File: config.mk
export PLATFORM = sky130hd
export DESIGN_NAME = uart_tx_arbiter
export DESIGN_NICKNAME = d
export VERILOG_FILES = /design/src/rtl/uart_tx_arbiter.sv
export SDC_FILE = /design/constraint.sdc
export NUM_CORES = 1
export LEC_CHECK = 0
export BUFFER_PORTS_ARGS = -buffer_cell sky130_fd_sc_hd__buf_2
export CAP_MARGIN = 0
export CORE_ASPECT_RATIO = 0.75
export CORE_MARGIN = 1
export CORE_UTILIZATION = 57
export DETAILED_ROUTE_END_ITERATION = 6
export PLACE_DENSITY = 0.79
export SETUP_SLACK_MARGIN = 0.4
export SLEW_MARGIN = 20
export SYNTH_ARGS = -nofsm -noshare
export SYNTH_HDL_FRONTEND = slang
export SYNTH_SLANG_ARGS = --single-unit
export TNS_END_PERCENT = 100
File: constraint.sdc
create_clock -name i_clk -period 2.6 [get_ports i_clk]
set_clock_uncertainty 0.2 [all_clocks]
set_input_delay 0.39 -clock i_clk [delete_from_list [all_inputs] [get_ports i_clk]]
set_output_delay 0.39 -clock i_clk [all_outputs]
set_load 0.03 [all_outputs]
File: src/rtl/uart_tx_arbiter.sv
// Two-requester round-robin arbiter feeding a single 8N1 UART transmitter.
// Each granted byte is sent as a complete frame before the next grant is made.
module uart_tx_arbiter #(
    parameter int unsigned CLOCKS_PER_BAUD = 868
) (
    input  logic       i_clk,
    input  logic       i_reset,
    input  logic       i_valid0,
    input  logic [7:0] i_data0,
    output logic       o_ready0,
    input  logic       i_valid1,
    input  logic [7:0] i_data1,
    output logic       o_ready1,
    output logic       o_uart,
    output logic       o_busy,
    output logic       o_owner
);

    localparam int unsigned CW = (CLOCKS_PER_BAUD > 1) ? $clog2(CLOCKS_PER_BAUD) : 1;
    localparam logic [CW-1:0] BAUD_LAST = CW'(CLOCKS_PER_BAUD - 1);
    localparam logic [CW-1:0] BAUD_ONE  = CW'(1);

    typedef enum logic [1:0] {
        IDLE,
        START,
        DATA,
        STOP
    } state_t;

    state_t        state;
    logic [CW-1:0] baud_cnt;
    logic [2:0]    bit_idx;
    logic [7:0]    shreg;
    logic          last_served;
    logic          baud_done;
    logic          grant0;
    logic          grant1;

    assign baud_done = (baud_cnt == '0);

    // Grants are gated by reset so no handshake is seen while the block is held in reset.
    always_comb begin
        grant0 = 1'b0;
        grant1 = 1'b0;
        if (state == IDLE && !i_reset) begin
            if (i_valid0 && (!i_valid1 || last_served)) begin
                grant0 = 1'b1;
            end else if (i_valid1) begin
                grant1 = 1'b1;
            end
        end
    end

    assign o_ready0 = grant0;
    assign o_ready1 = grant1;

    always_ff @(posedge i_clk or posedge i_reset) begin
        if (i_reset) begin
            state       <= IDLE;
            o_uart      <= 1'b1;
            o_busy      <= 1'b0;
            o_owner     <= 1'b0;
            baud_cnt    <= '0;
            bit_idx     <= '0;
            shreg       <= '0;
            last_served <= 1'b1;
        end else begin
            case (state)
                IDLE: begin
                    if (grant0 || grant1) begin
                        shreg       <= grant1 ? i_data1 : i_data0;
                        o_owner     <= grant1;
                        last_served <= grant1;
                        o_uart      <= 1'b0;
                        o_busy      <= 1'b1;
                        baud_cnt    <= BAUD_LAST;
                        state       <= START;
                    end
                end
                START: begin
                    if (baud_done) begin
                        o_uart   <= shreg[0];
                        shreg    <= shreg >> 1;
                        bit_idx  <= '0;
                        baud_cnt <= BAUD_LAST;
                        state    <= DATA;
                    end else begin
                        baud_cnt <= baud_cnt - BAUD_ONE;
                    end
                end
                DATA: begin
                    if (baud_done) begin
                        baud_cnt <= BAUD_LAST;
                        if (bit_idx == 3'd7) begin
                            o_uart <= 1'b1;
                            state  <= STOP;
                        end else begin
                            // Shift register is pre-shifted, so bit 0 is always the next bit out.
                            bit_idx <= bit_idx + 3'd1;
                            o_uart  <= shreg[0];
                            shreg   <= shreg >> 1;
                        end
                    end else begin
                        baud_cnt <= baud_cnt - BAUD_ONE;
                    end
                end
                STOP: begin
                    if (baud_done) begin
                        o_busy <= 1'b0;
                        state  <= IDLE;
                    end else begin
                        baud_cnt <= baud_cnt - BAUD_ONE;
                    end
                end
                default: state <= IDLE;
            endcase
        end
    end

endmodule

Yosys cells after proc, flatten, opt, wreduce, memory -nomap -nowiden:

Cells that the tools add are included.

* RAM bits: 0
* memories: 0
* memory bits (read-only): 0
* latch bits: 0
* flip-flop bits (word level): 27
* logic and storage cells: 73

* mux-type cells: 33
* eq/ne operators: 11
* bitwise operators: 0
* shift-type cells: 0
* order comparisons: 0
* add/subtract/negate cells: 2
* reductions and logical operators: 19
* div/mod/pow operators: 0
* $mul: 0

Operator list (count)
* two-way mux 8 bit: 5
* two-way mux 10 bit: 3
* one-hot mux 10 bit (3 select lines): 1
* one-hot mux 8 bit (3 select lines): 1
* inequality test 2 bit (second input constant): 6
* two-way mux 1 bit: 11
* zero test 10 bit: 1
* two-way mux 2 bit: 5
* AND reduction 5 bit: 2
* subtractor 10 x 1 -> 10 bit (second input constant): 1
* two-way mux 3 bit: 3
* one-hot mux 2 bit (4 select lines): 1
* AND reduction 4 bit: 2
* one-hot mux 3 bit (2 select lines): 1
* == test 2 bit (second input constant): 2
* AND reduction 2 bit: 2
* nonzero test 2 bit: 2
* adder 3 x 1 -> 3 bit (second input constant): 1
* == test 3 bit (second input constant): 1
* one-hot mux 1 bit (3 select lines): 1
* AND reduction 3 bit: 1
* nonzero test 3 bit: 1
* == test 2 x 1 -> 1 bit (second input constant): 1
* logical AND 1 bit: 2
* other kinds (6): 8

Logic depth before layout (Yosys ltp):

* word-level depth: 8
* mapped depth: 7
* depth with buffers taken out: 6

Worst setup path before layout:

OpenSTA, ideal clock, no wires.

* path kind: in2out
* start: input i_reset
* end: output o_ready0
* stages: 3
* data required time: 2010 ps
* arrival: 1711 ps
* buffers on the path: 0
* setup slack: 299 ps
* path through: inv_1 > nand3_1 > a21oi_1

* longest elaborated chain between the ends: 3

RTL lines
* start, declared: RTL line 7 `input logic i_reset,`
* zero test 1 bit (no source line)
* logical AND 1 bit: RTL line 45 `if (state == IDLE && !i_reset) begin`
* two-way mux 1 bit: RTL line 45
* end, declared: RTL line 10 `output logic o_ready0,`

Every way passes these cells.

Final worst setup path:

* start: register state[1]
* end: output o_ready1

* longest elaborated chain between the ends: 3

RTL lines
* start, declared: RTL line 30 `state_t state;`
* start signal, assigned: RTL line 59 `state <= IDLE;`
* start signal, assigned: RTL line 77 `state <= START;`
* start signal, assigned: RTL line 86 `state <= DATA;`
* zero test 2 bit: RTL line 45
* logical AND 1 bit: RTL line 45
* two-way mux 1 bit: RTL line 45
* end, declared: RTL line 13 `output logic o_ready1,`

Every way passes these cells.

==> summary.txt <==
Die
  • Die Width: approximately 67 microns
  • Die height: 50.91 microns
  • Die Area: 0.003422 sq mm
  • Initial Utilization: 0.6105
  • Row Count: 17
  • Core Region: 0.002978 sq mm
  • Number of top-level pins: 25

Run status
  • Status: finished, final reports clean

Setup path
  • CP max FO: 4
  • Crit. End Element: primary output
  • Worst r2r path cells: 4
  • Crit Reg-Reg Endpoint: bit_idx[1]
  • Crit Path Category: register to primary output
  • Critical Path Start Type: register
  • WP data arrival: 1.58 ns
  • Worst endpoint required time: 2.01 ns
  • Reg2reg start: baud_cnt[3]
  • Setup crit start: state[1]
  • Slack of the worst reg-to-reg path: 0.47 ns

Placement
  • Placer Congestion: 0.8654
  • Dpl cells: 248
  • Port Buffers: 24
  • Post-DP HPWL: between 3 and 4 mm

Timing
  • RSZ-0062 raised after global routing: true
  • Period utilization: 0.8329
  • Setup violators final: 0
  • Worst Hold Margin: about 0.027 ns
  • Final min period: 2.165 ns
  • Max-slew violation count: 0
  • Hold Violations, Final: 0
  • Worst-Margin Slew: 0.5211 ns
  • Max Freq: 461.8 MHz
  • Setup TNS: 0 ns
  • Relative slew slack: 0.6494

Clock network
  • TritonCTS clock tree: yes
  • Inserted Clock Buffers: 3
  • CTS H-tree lvls: 1
  • Num Clock Sinks: 27
  • Worst-Skew Late Latency: 0.27 ns
  • Root Buffer: clkbuf_8
  • Clock Path Buffers: 2
  • CTS clk-pin slew, worst paths: 0.09 ns

GRT
  • Vias in the first global route: 1474
  • Congestion Overflow GR: 0
  • Largest net degree at the start of global routing: 28
  • GRT Total Usage: 0.2716
  • First-pass GRT wire length: 6.858 mm
  • Initial antenna violation count: 0

Route
  • Drt first pass iters: 4
  • Initial drt markers: 77
  • Residual DRC: 0
  • Final ANT Viol Nets: 0
  • DR vias: 1622
  • WL final: 4.282 mm
  • Vias per cell: roughly 6.3
  • WL/cell: 16.60 microns

Power
  • Worst VDD drop: around 310 uV
  • Leak: 0.0009374 uW
  • Pwr Density: 327.6 mW/mm^2

Yosys
  • Post-synth cell types: 50
  • Synth Cell Area: ~0.0018 sq mm
  • Syn avg cell area: 9.518 sq um
  • Post-synthesis sequential area ratio: 0.3730
  • Flops & latches, synth: 27
  • Post-synth top area cell: dfrtp_1
  • Area contributors post-synth: dfrtp_1 34%, ha_1 6.2%, mux2_2 5.6%
  • Post-synth net total: 220
  • Main flop type after synthesis: dfrtp_1
  • Synth top area share: 0.3441
  • Number of synthesized flops with an enable pin: 0
  • Post-Syn Instances: 191
  • Async S/R FF share, synth: 1.000
  • Synth warn: 0

Final layout
  • Fin cells: 258
  • Fin nets: 250
  • Layout cells sized above 1: 0.3273
  • # diodes: 0
  • Area delta synth->final: 15.69%

Min path
  • Worst Hold Class: input port to async pin

Run
  • Max_cap viols: 0
[how the worst max path moves through the flow]
stage          endpoint  slack (ns)
2_1_floorplan  state[1]        0.44
3_3_place_gp   state[1]        0.35
3_5_place_dp   state[1]        0.27
4_1_cts        o_ready1        0.38
5_1_grt        o_ready1        0.35
6_report       o_ready1        0.43
[logic make-up (layout without fill, tap and decap cells)]
group / Yosys count / after routing / share of synthesized area
muxes: 12 / 12 / 0.07502
buffers and inverters: 29 / 58 / 0.06813
adders and majority gates: 9 / 9 / 0.06194
AOI/OAI and AO/OA: 59 / 59 / 0.2498
and+or+nand+nor: 55 / 55 / 0.1721
DFF: 27 / 27 / 0.3730
[synth_stat cells (2+ instances only)]
library cell   n
o32a_1         2
a221oi_1       7
nand3_1        3
mux2_2         9
mux2i_1        2
a22oi_1        2
or3b_2         2
a21oi_1        8
nor2_1        15
nor3_1         5
o211ai_1       5
a41oi_1        2
a31oi_1        2
o21ai_0        9
inv_1         18
buf_6          2
a22o_1         4
clkbuf_1       8
nand3b_1       2
or2_2          2
dfrtp_1       25
nor4_1        11
dfstp_2        2
and2_1         2
nand2_1        5
a21o_1         3
ha_1           9
o2bb2ai_1      3
[report_power, final]
| group | leakage, uW | switching, uW | total (uW) | internal [uW] |
|---|---|---|---|---|
| Combinational | 0.000591 | 16.3 | 29.0 | 12.7 |
| Sequential | 0.000323 | 0 | 420 | 420 |
| Clock | 0.0000228 | 130 | 240 | 110 |
[worst max-delay path: stages (launching register included)]
cell and delay, ns:
dfrtp_1 0.44, inv_2 0.09, ha_2 0.19, nand3b_1 0.11
or2_4 0.27, inv_1 0.05, buf_4 0.15
[cell type report]
type                    instances  area (sq um)
inverters                      18         71.32
flip-flops and latches         27         679.4
well taps                      38         47.55
multi-input cells             135          1041
repair buffers                 36         219.0
clock buffers                   4         45.04
fillers                       234         874.6
[through the flow]
stage               total power [uW]  utilization  worst slack, ns  instance area [sq um]
floorplan                      437.4            -           0.4382                   1822
global placement               455.6       0.6643           0.3502                   1978
detailed placement             457.1       0.6643           0.2723                   1978
CTS                            696.6       0.6908           0.3819                   2057
global route                   717.8       0.7063           0.3477                   2103
finish                         689.0       0.7063           0.4345                   2103
[registers in the layout (all words and copies together) (netlist names)]
| signal | count |
|---|---|
| bit_idx | 3 |
| o_busy | 1 |
| o_owner | 1 |
| shreg | 8 |
| baud_cnt | 10 |
| last_served | 1 |
| o_uart | 1 |
| state | 2 |
[layout by cell type (no fill, tap or decap), types with 5 or more instances in the layout]
master     n
nor3_1     5
a21oi_1    6
buf_4     13
nor2_1    14
o21ai_0    9
mux2_2     9
a221oi_1   7
inv_1     15
nand2_1    5
buf_2     22
ha_1       8
dfrtp_1   24
nor4_1    11
o211ai_1   5
[layer usage]
metal | vias up | part of all wire | wire length (microns) | GRT usage
li1 | 786 | - | - | -
met1 | 787 | 0.46 | 1982 | 0.3645
met2 | 43 | 0.48 | 2050 | 0.4317
met3 | 6 | 0.048 | 206 | 0.06027
met4 | 0 | 0.010 | 43 | 0.08865
met5 | - | 0 | 0 | 0
[what timing repair did]
action | in CTS | in global routing
hold buffers | 0 | 0
endpoints found under the hold margin | 0 | 0
setup buffers | 2 | 4
gates resized for setup | 8 | 6
setup endpoints to repair | 19 | 18
pin swaps | 3 | 2
Power figures use the tool's default switching activity.
